`src/rtl/bme_spi_responder.sv`:
```
// bme_spi_responder: SPI mode-0 responder that emulates the BME280 register
// protocol. It has a 128x8 register file that the host preloads and the SPI
// master reads and writes. Each SPI data write is also reported to the host
// as a one-clk strobe.
module bme_spi_responder #(
    parameter logic [6:0] ID_ADDR     = 7'h50,
    parameter logic [7:0] ID_VALUE    = 8'h60,
    parameter int         SYNC_STAGES = 2
) (
    input  logic       clk,
    input  logic       reset,
    input  logic       spi_sck,
    input  logic       spi_csn,
    input  logic       spi_mosi,
    output logic       spi_miso,
    output logic       spi_miso_oe,
    input  logic       load_en,
    input  logic [6:0] load_addr,
    input  logic [7:0] load_data,
    output logic       wr_valid,
    output logic [6:0] wr_addr,
    output logic [7:0] wr_data,
    output logic       busy
);

    typedef enum logic [1:0] {
        S_IDLE = 2'd0,
        S_CMD  = 2'd1,
        S_RD   = 2'd2,
        S_WR   = 2'd3
    } state_t;

    state_t r_state;
    state_t w_state_nxt;

    logic [SYNC_STAGES-1:0] r_sck_sync;
    logic [SYNC_STAGES-1:0] r_csn_sync;
    logic [SYNC_STAGES-1:0] r_mosi_sync;
    logic       r_sck_d;
    logic       r_csn_d;
    logic [2:0] r_bit_cnt;
    logic [7:0] r_shift_in;
    logic [7:0] r_shift_out;
    logic [6:0] r_addr;
    logic       r_miso;
    logic       r_busy;
    logic       r_wr_valid;
    logic [6:0] r_wr_addr;
    logic [7:0] r_wr_data;
    logic [7:0] r_regs [0:127];

    logic       w_sck;
    logic       w_csn;
    logic       w_mosi;
    logic       w_sck_rise;
    logic       w_sck_fall;
    logic       w_csn_fall;
    logic       w_csn_rise;
    logic       w_byte_done;
    logic [7:0] w_byte;
    logic       w_wr_fire;
    logic       w_spi_we;
    logic       w_rd_load;
    logic       w_rd_shift;
    logic [7:0] w_rd_val;
    logic       w_miso_nxt;

    assign w_sck       = r_sck_sync[SYNC_STAGES-1];
    assign w_csn       = r_csn_sync[SYNC_STAGES-1];
    assign w_mosi      = r_mosi_sync[SYNC_STAGES-1];
    assign w_sck_rise  = w_sck & ~r_sck_d;
    assign w_sck_fall  = ~w_sck & r_sck_d;
    assign w_csn_fall  = ~w_csn & r_csn_d;
    assign w_csn_rise  = w_csn & ~r_csn_d;
    assign w_byte      = {r_shift_in[6:0], w_mosi};
    assign w_byte_done = w_sck_rise && (r_bit_cnt == 3'd7) && (r_state != S_IDLE);

    // Synchronise the SPI pins into clk and keep a one-clk history for edge detection
    always_ff @(posedge clk or posedge reset) begin
        if (reset) begin
            r_sck_sync  <= {SYNC_STAGES{1'b0}};
            r_csn_sync  <= {SYNC_STAGES{1'b1}};
            r_mosi_sync <= {SYNC_STAGES{1'b0}};
            r_sck_d     <= 1'b0;
            r_csn_d     <= 1'b1;
        end else begin
            r_sck_sync  <= {r_sck_sync[SYNC_STAGES-2:0], spi_sck};
            r_csn_sync  <= {r_csn_sync[SYNC_STAGES-2:0], spi_csn};
            r_mosi_sync <= {r_mosi_sync[SYNC_STAGES-2:0], spi_mosi};
            r_sck_d     <= w_sck;
            r_csn_d     <= w_csn;
        end
    end

    // FSM state register
    always_ff @(posedge clk or posedge reset) begin
        if (reset) begin
            r_state <= S_IDLE;
        end else begin
            r_state <= w_state_nxt;
        end
    end

    // FSM next-state: a chip-select release always aborts back to IDLE
    always_comb begin
        w_state_nxt = r_state;
        case (r_state)
            S_IDLE: begin
                if (w_csn_fall) w_state_nxt = S_CMD;
                else            w_state_nxt = S_IDLE;
            end
            S_CMD: begin
                if (w_csn_rise)       w_state_nxt = S_IDLE;
                else if (w_byte_done) w_state_nxt = w_byte[7] ? S_RD : S_WR;
                else                  w_state_nxt = S_CMD;
            end
            S_RD: begin
                if (w_csn_rise) w_state_nxt = S_IDLE;
                else            w_state_nxt = S_RD;
            end
            S_WR: begin
                if (w_csn_rise)       w_state_nxt = S_IDLE;
                else if (w_byte_done) w_state_nxt = S_CMD;
                else                  w_state_nxt = S_WR;
            end
            default: w_state_nxt = S_IDLE;
        endcase
    end

    // FSM outputs: write strobe, read load/shift, and the next MISO level
    always_comb begin
        w_wr_fire  = (r_state == S_WR) && w_byte_done && !w_csn_rise;
        w_spi_we   = w_wr_fire && (r_addr != ID_ADDR);
        w_rd_load  = (r_state == S_RD) && w_sck_fall && (r_bit_cnt == 3'd0) && !w_csn_rise;
        w_rd_shift = (r_state == S_RD) && w_sck_fall && (r_bit_cnt != 3'd0) && !w_csn_rise;
        w_rd_val   = (r_addr == ID_ADDR) ? ID_VALUE : r_regs[r_addr];
        if (w_state_nxt != S_RD) begin
            w_miso_nxt = 1'b0;
        end else if (w_rd_load) begin
            w_miso_nxt = w_rd_val[7];
        end else if (w_rd_shift) begin
            w_miso_nxt = r_shift_out[6];
        end else begin
            w_miso_nxt = r_miso;
        end
    end

    // Bit/byte datapath, read address pointer and registered outputs
    always_ff @(posedge clk or posedge reset) begin
        if (reset) begin
            r_bit_cnt   <= 3'd0;
            r_shift_in  <= 8'h00;
            r_shift_out <= 8'h00;
            r_addr      <= 7'h00;
            r_miso      <= 1'b0;
            r_busy      <= 1'b0;
            r_wr_valid  <= 1'b0;
            r_wr_addr   <= 7'h00;
            r_wr_data   <= 8'h00;
        end else begin
            r_busy     <= ~w_csn;
            r_miso     <= w_miso_nxt;
            r_wr_valid <= w_wr_fire;
            if (w_wr_fire) begin
                r_wr_addr <= r_addr;
                r_wr_data <= w_byte;
            end
            // The counter is held at zero between frames so a new frame starts aligned
            if (r_state == S_IDLE) begin
                r_bit_cnt  <= 3'd0;
                r_shift_in <= 8'h00;
            end else if (w_sck_rise) begin
                r_bit_cnt  <= r_bit_cnt + 3'd1;
                r_shift_in <= w_byte;
            end
            // The pointer advances once per loaded read byte and wraps mod 128
            if ((r_state == S_CMD) && w_byte_done) begin
                r_addr <= w_byte[6:0];
            end else if (w_rd_load) begin
                r_addr <= r_addr + 7'd1;
            end
            if (w_rd_load) begin
                r_shift_out <= w_rd_val;
            end else if (w_rd_shift) begin
                r_shift_out <= {r_shift_out[6:0], 1'b0};
            end
        end
    end

    // Register file: an SPI write takes priority over a host load to the same address
    always_ff @(posedge clk or posedge reset) begin
        if (reset) begin
            for (int i = 0; i < 128; i++) begin
                r_regs[i] <= 8'h00;
            end
        end else begin
            for (int i = 0; i < 128; i++) begin
                if (w_spi_we && (r_addr == 7'(i))) begin
                    r_regs[i] <= w_byte;
                end else if (load_en && (load_addr == 7'(i))) begin
                    r_regs[i] <= load_data;
                end
            end
        end
    end

    assign spi_miso    = r_miso;
    assign spi_miso_oe = r_busy;
    assign busy        = r_busy;
    assign wr_valid    = r_wr_valid;
    assign wr_addr     = r_wr_addr;
    assign wr_data     = r_wr_data;

endmodule

```
`config.mk`:
```
export PLATFORM = sky130hd
export DESIGN_NAME = bme_spi_responder
export DESIGN_NICKNAME = d
export VERILOG_FILES = /design/src/rtl/bme_spi_responder.sv
export SDC_FILE = /design/constraint.sdc
export NUM_CORES = 2
export LEC_CHECK = 0
export CELL_PAD_IN_SITES_DETAIL_PLACEMENT = 0
export CELL_PAD_IN_SITES_GLOBAL_PLACEMENT = 2
export CORE_MARGIN = 1
export CORE_UTILIZATION = 39
export DETAILED_ROUTE_END_ITERATION = 7
export PLACE_DENSITY = 0.78
export RECOVER_POWER = 50
export SLEW_MARGIN = 20
export SYNTH_ARGS = -nofsm -noshare
export SYNTH_HDL_FRONTEND = slang
export SYNTH_SLANG_ARGS = --single-unit
export TNS_END_PERCENT = 30
```
`constraint.sdc`:
```
create_clock -name clk -period 34 [get_ports clk]
set_clock_uncertainty 0.05 [all_clocks]
set_input_delay 3.4 -clock clk [delete_from_list [all_inputs] [get_ports clk]]
set_output_delay 3.4 -clock clk [all_outputs]
set_load 0.05 [all_outputs]
```
## After elaboration in Yosys (flattened, before gate mapping)

Cells that the tools add are included.

- Register bits after elaboration: 1076
- Output and inout port bits: 19
- Word-level logic and storage cells: 1100
- Input port bits: 21

- Magnitude comparators: 1
- Bitwise logic cells: 9
- Add/subtract/negate cells: 2
- Reduce and logical (&&, ||, !) cells: 406
- Eq/ne operators: 260
- Muxes and demuxes: 279

Operators by type and width:

| kind | count |
|---|---|
| $mux W8 | 259 |
| $eq A7 B7 Y1 const B | 128 |
| $eq A7 B6 Y1 const B | 64 |
| $logic_and A1 B1 Y1 | 267 |
| $reduce_bool A2 Y1 | 132 |
| $eq A7 B5 Y1 const B | 32 |
| $eq A7 B4 Y1 const B | 16 |
| $bmux W8 S7 | 1 |
| $eq A7 B3 Y1 const B | 8 |
| $mux W7 | 6 |
| $eq A7 B2 Y1 const B | 4 |
| $eq A7 B1 Y1 const B | 2 |
| $logic_not A7 Y1 | 2 |
| $mux W2 | 5 |
| $ge A8 B8 Y1 const B | 1 |
| $not A7 Y8 | 1 |
| $pmux W2 S4 | 1 |
| $add A7 B1 Y7 const B | 1 |
| $ne A7 B7 Y1 const B | 1 |
| $mux W3 | 2 |
| $reduce_bool A3 Y1 | 2 |
| $mux W1 | 5 |
| $and A1 B1 Y1 | 4 |
| $eq A2 B2 Y1 const B | 2 |
| 8 further kinds | 11 |

## Logic depth before layout (Yosys ltp)

- Word-level depth: 9
- Depth in mapped cells: 15
- Mapped depth without buffers: 9

## Worst setup path before layout

No wires, ideal clock.

- Kind: input -> register
- From: in load_addr[0]
- To: reg r_regs[592] (netlist name)
- Library setup time: 0.137 ns
- Slack: 28.872 ns
- Cell stages on the path: 6
- Buffers on the path: 1
- Arrival: 4.941 ns
- Required time: 33.813 ns
- Cells stage by stage: buf_2 nor2b_1 nand2_1 nor2_1 mux2i_1 a21oi_1

- Word-level cells in the longest chain between the ends: 3

Ends and longest elaborated chain:

| item | line | text |
|---|---|---|
| start, declared | 18 | `input logic [6:0] load_addr,` |
| $eq A7 B6 Y1 | 200 | `end else if (load_en && (load_addr == 7'(i))) begin` |
| $logic_and A1 B1 Y1 | 200 |  |
| $reduce_bool A2 Y1 (no line) | n/a |  |
| end signal, assigned by index | 199 | `r_regs[i] <= w_byte;` |
| end signal, assigned by index | 201 | `r_regs[i] <= load_data;` |
| end, declared | 50 | `logic [7:0] r_regs [0:127];` |

Every way passes these cells.
A chain may end at the register's enable or synchronous reset.

==> impl_results.md <==
- Slew headroom: -4.99
- First-pass GRT wire length: 308000 um
- CTS max path bufs: 3
- Worst Setup SP: reset
- Vias in the first global route: 41500
- CP Class: in -> async
- Worst Path Buf+Inv: 4
- Min-Delay Path Depth: 0
- Sequential share of the synthesized area: 0.461
- FP Rows: 141
- Power Density: 49.0 nW/um^2
- WP data required: 32560 ps
- Ratio of cells with drive above 1 in the final layout: 0.110
- Period utilization: 0.517
- Layout area overhead: 9.76%
- Pin count of the biggest net entering global routing: 167
- Routability Congestion: 0.901
- Initial core utilization: 0.394
- PostCTS Resize Cnt: 0
- Yosys cell types: 62
- DRC: 0
- Dpl cell area: 60000 um^2
- Port Buffers: 39
- FMAX: 56.9 MHz
- Clock root buffer: clkbuf_16
- # Max-Cap Violations: 23
- Antenna viol nets, final: 0
- Critical R2R Capture: r_shift_out[0]
- Critical-path cell list: dlygate4sd3_1 > clkinvlp_2 > clkbuf_1 > clkbuf_1
- CTS tree: done
- Finished Cell Area: 64100 um^2
- Via count: 43700
- Chip height: 389 um
- CTS Hold Bufs: 0
- Total routed wirelength: 210000 um
- Ranking of synthesized cells by area: dfrtp_1 46%, mux2i_1 18%, mux4_2 10%
- Worst Hold Launch: r_mosi_sync[0]
- VDD IR max: 0.0530 mV
- Final Hold Violating Endpoints: 0
- Synth Warn #: 0
- TritonRoute pass-1 iters: 6
- Cells after Synth: 5654
- CP Data Arrival Time: 16130 ps
- Post-synth EDFFs: 0
- Core area: 148000 um^2
- Async SR Flop Fraction: 1.00
- Die width: 389 um
- WL/cell: 28.3 um
- Yosys reg bits: 1076
- Post-synth top area share: 0.459
- Initial antenna violation count: 7
- Clk sinks: 1076
- Total track usage: 0.277
- Worst setup EP type: async pin
- Tightest Pin Transition: 8990 ps
- # nets final: 5442
- Vias/cell: 5.86
- Critical Path Max Stage Delay: 6390 ps
- R2R Setup Slk: 24020 ps
- Worst-path clk slew: 60 ps
- CP endpoint: r_regs[46]
- Number of cells on the critical path: 4
- Worst-path maximum fanout: 162
- CTS Buf Count: 130
- Crit start category: input port
- Overall Power: 3140 uW
- Post-layout util: 0.433
- IO Count: 40
- DR iter-0 viols: 4483
- Crit path time final: 17570 ps
- Failing checks: capacitance limit, slew limit
- Leakage Power: 0.0255 uW
- Total Neg Setup Slack: 0 ps
- Cell with the most instances after synthesis: nor2_1
- Avg Cell Area, Syn: 10.3 um^2
- RSZ-0062 raised after global routing: false
- Die area: 151000 um^2
- Pins Over Slew Limit: 1105
- Mapped cell area: 58400 um^2
- Cell family with most CP delay: buffers and inverters
- Post-synth top flop: dfrtp_1
- HP Class: reg -> reg
- Final setup fails: 0
- Total grt overflow: 0
- Syn nets: 5682
- Setup bufs post-CTS: 0
- Clk Latency, worst-skew pair: 780 ps
- Slowest cell on crit path: clkbuf_1
- Most common cell on crit path: clkbuf_1
- Status: finished, violations left
- R2R cell count: 10
- Hpwl dp: 128000 um
- Post-synth top cells: 1118 x nor2_1, 1080 x mux2i_1, 1073 x dfrtp_1
- N_diodes: 0
- Reg2Reg Launch Point: r_addr[0]
- Area leader, netlist: dfrtp_1
- CTS H-tree depth: 4
[cell type report]
cell class | instances | area [um^2]
Fill cell | 14100 | 84000
Multi-Input combinational cell | 4058 | 29300
Sequential cell | 1076 | 27000
Clock buffer | 201 | 3890
Tap cell | 1930 | 2410
Timing Repair Buffer | 135 | 1050
Clock inverter | 31 | 423
Inverter | 13 | 50.0
[where the power goes]
part	total [uW]	switching (uW)	internal [uW]
Combinational	270	154	115
Sequential	1440	56.7	1380
Clock	1440	575	861
Total	3140	786	2360
[flip-flops by register name, indices dropped and copies added, names as in the netlist, 3 cells and up]
register	flops
r_addr	7
r_bit_cnt	3
r_regs	1024
r_shift_in	7
r_shift_out	7
wr_addr	7
wr_data	8
[per-layer routing]
layer | up-vias | GRT usage | share of wire
met4 | 4 | 0.104 | 0.039
met2 | 1627 | 0.415 | 0.45
met5 | - | 0 | 0.00013
met1 | 22100 | 0.393 | 0.44
li1 | 19600 | - | -
met3 | 349 | 0.0564 | 0.075
[stage by stage]
| stage | hold WS (ps) | instances | setup slack [ps] |
|---|---|---|---|
| finish | 303 | 7444 | 16430 |
| global route | 313 | 7444 | 13830 |
| CTS | 305 | 7444 | 27510 |
| detailed placement | 290 | 7212 | 26670 |
| global placement | 287 | 7210 | 26660 |
| floorplan | 281 | 5654 | 264 |
[layout by cell type, fill, tap and decap left out, types with 5 or more instances in the layout]
cell type / Yosys / routed
clkbuf_16: 0 / 137
and2_0: 0 / 7
buf_4: 30 / 71
dfrtp_1: 1073 / 1062
nand2_1: 280 / 280
mux2_2: 13 / 13
nor3b_1: 6 / 5
clkbuf_1: 388 / 67
a22oi_1: 16 / 16
nor2_2: 15 / 22
ha_1: 7 / 7
clkbuf_8: 0 / 22
mux4_2: 271 / 271
mux2i_1: 1080 / 1080
dlygate4sd3_1: 0 / 25
nor2b_1: 18 / 17
nor4_1: 5 / 5
or3_1: 5 / 5
clkdlybuf4s50_1: 0 / 6
and3_1: 12 / 12
bufinv_16: 0 / 10
a311oi_1: 5 / 5
o22ai_1: 8 / 8
nand2b_1: 7 / 7
inv_1: 9 / 8
o21ai_0: 16 / 16
a211oi_1: 6 / 6
nand3_1: 28 / 27
clkinv_2: 0 / 16
nor3_1: 6 / 7
nor2_1: 1118 / 1111
a31oi_1: 7 / 7
a21oi_1: 1046 / 1046
dfrtp_4: 0 / 9
a221oi_1: 7 / 7
nand4_1: 5 / 5
and2_1: 16 / 9
[kinds of logic (layout without fill, tap and decap cells)]
kind of cell	count (synthesis)	after routing	share of synthesized area
and+or+nand+nor	1544	1544	0.106
xor gates and xnor gates	2	2	0.000300
DFF	1076	1076	0.461
muxes	1364	1364	0.292
adders and majority gates	7	7	0.00150
buffers and inverters	520	380	0.0378
AOI/OAI and AO/OA	1141	1141	0.102
[worst min-delay path by stage]
stage | slack (ps) | endpoint
global route | 310 | r_mosi_sync[1]
CTS | 310 | r_mosi_sync[1]
floorplan | 280 | r_mosi_sync[1]
detailed placement | 290 | r_mosi_sync[1]
global placement | 290 | r_mosi_sync[1]
finish | 300 | r_mosi_sync[1]
Note: power is estimated with default switching activity, not from simulation.
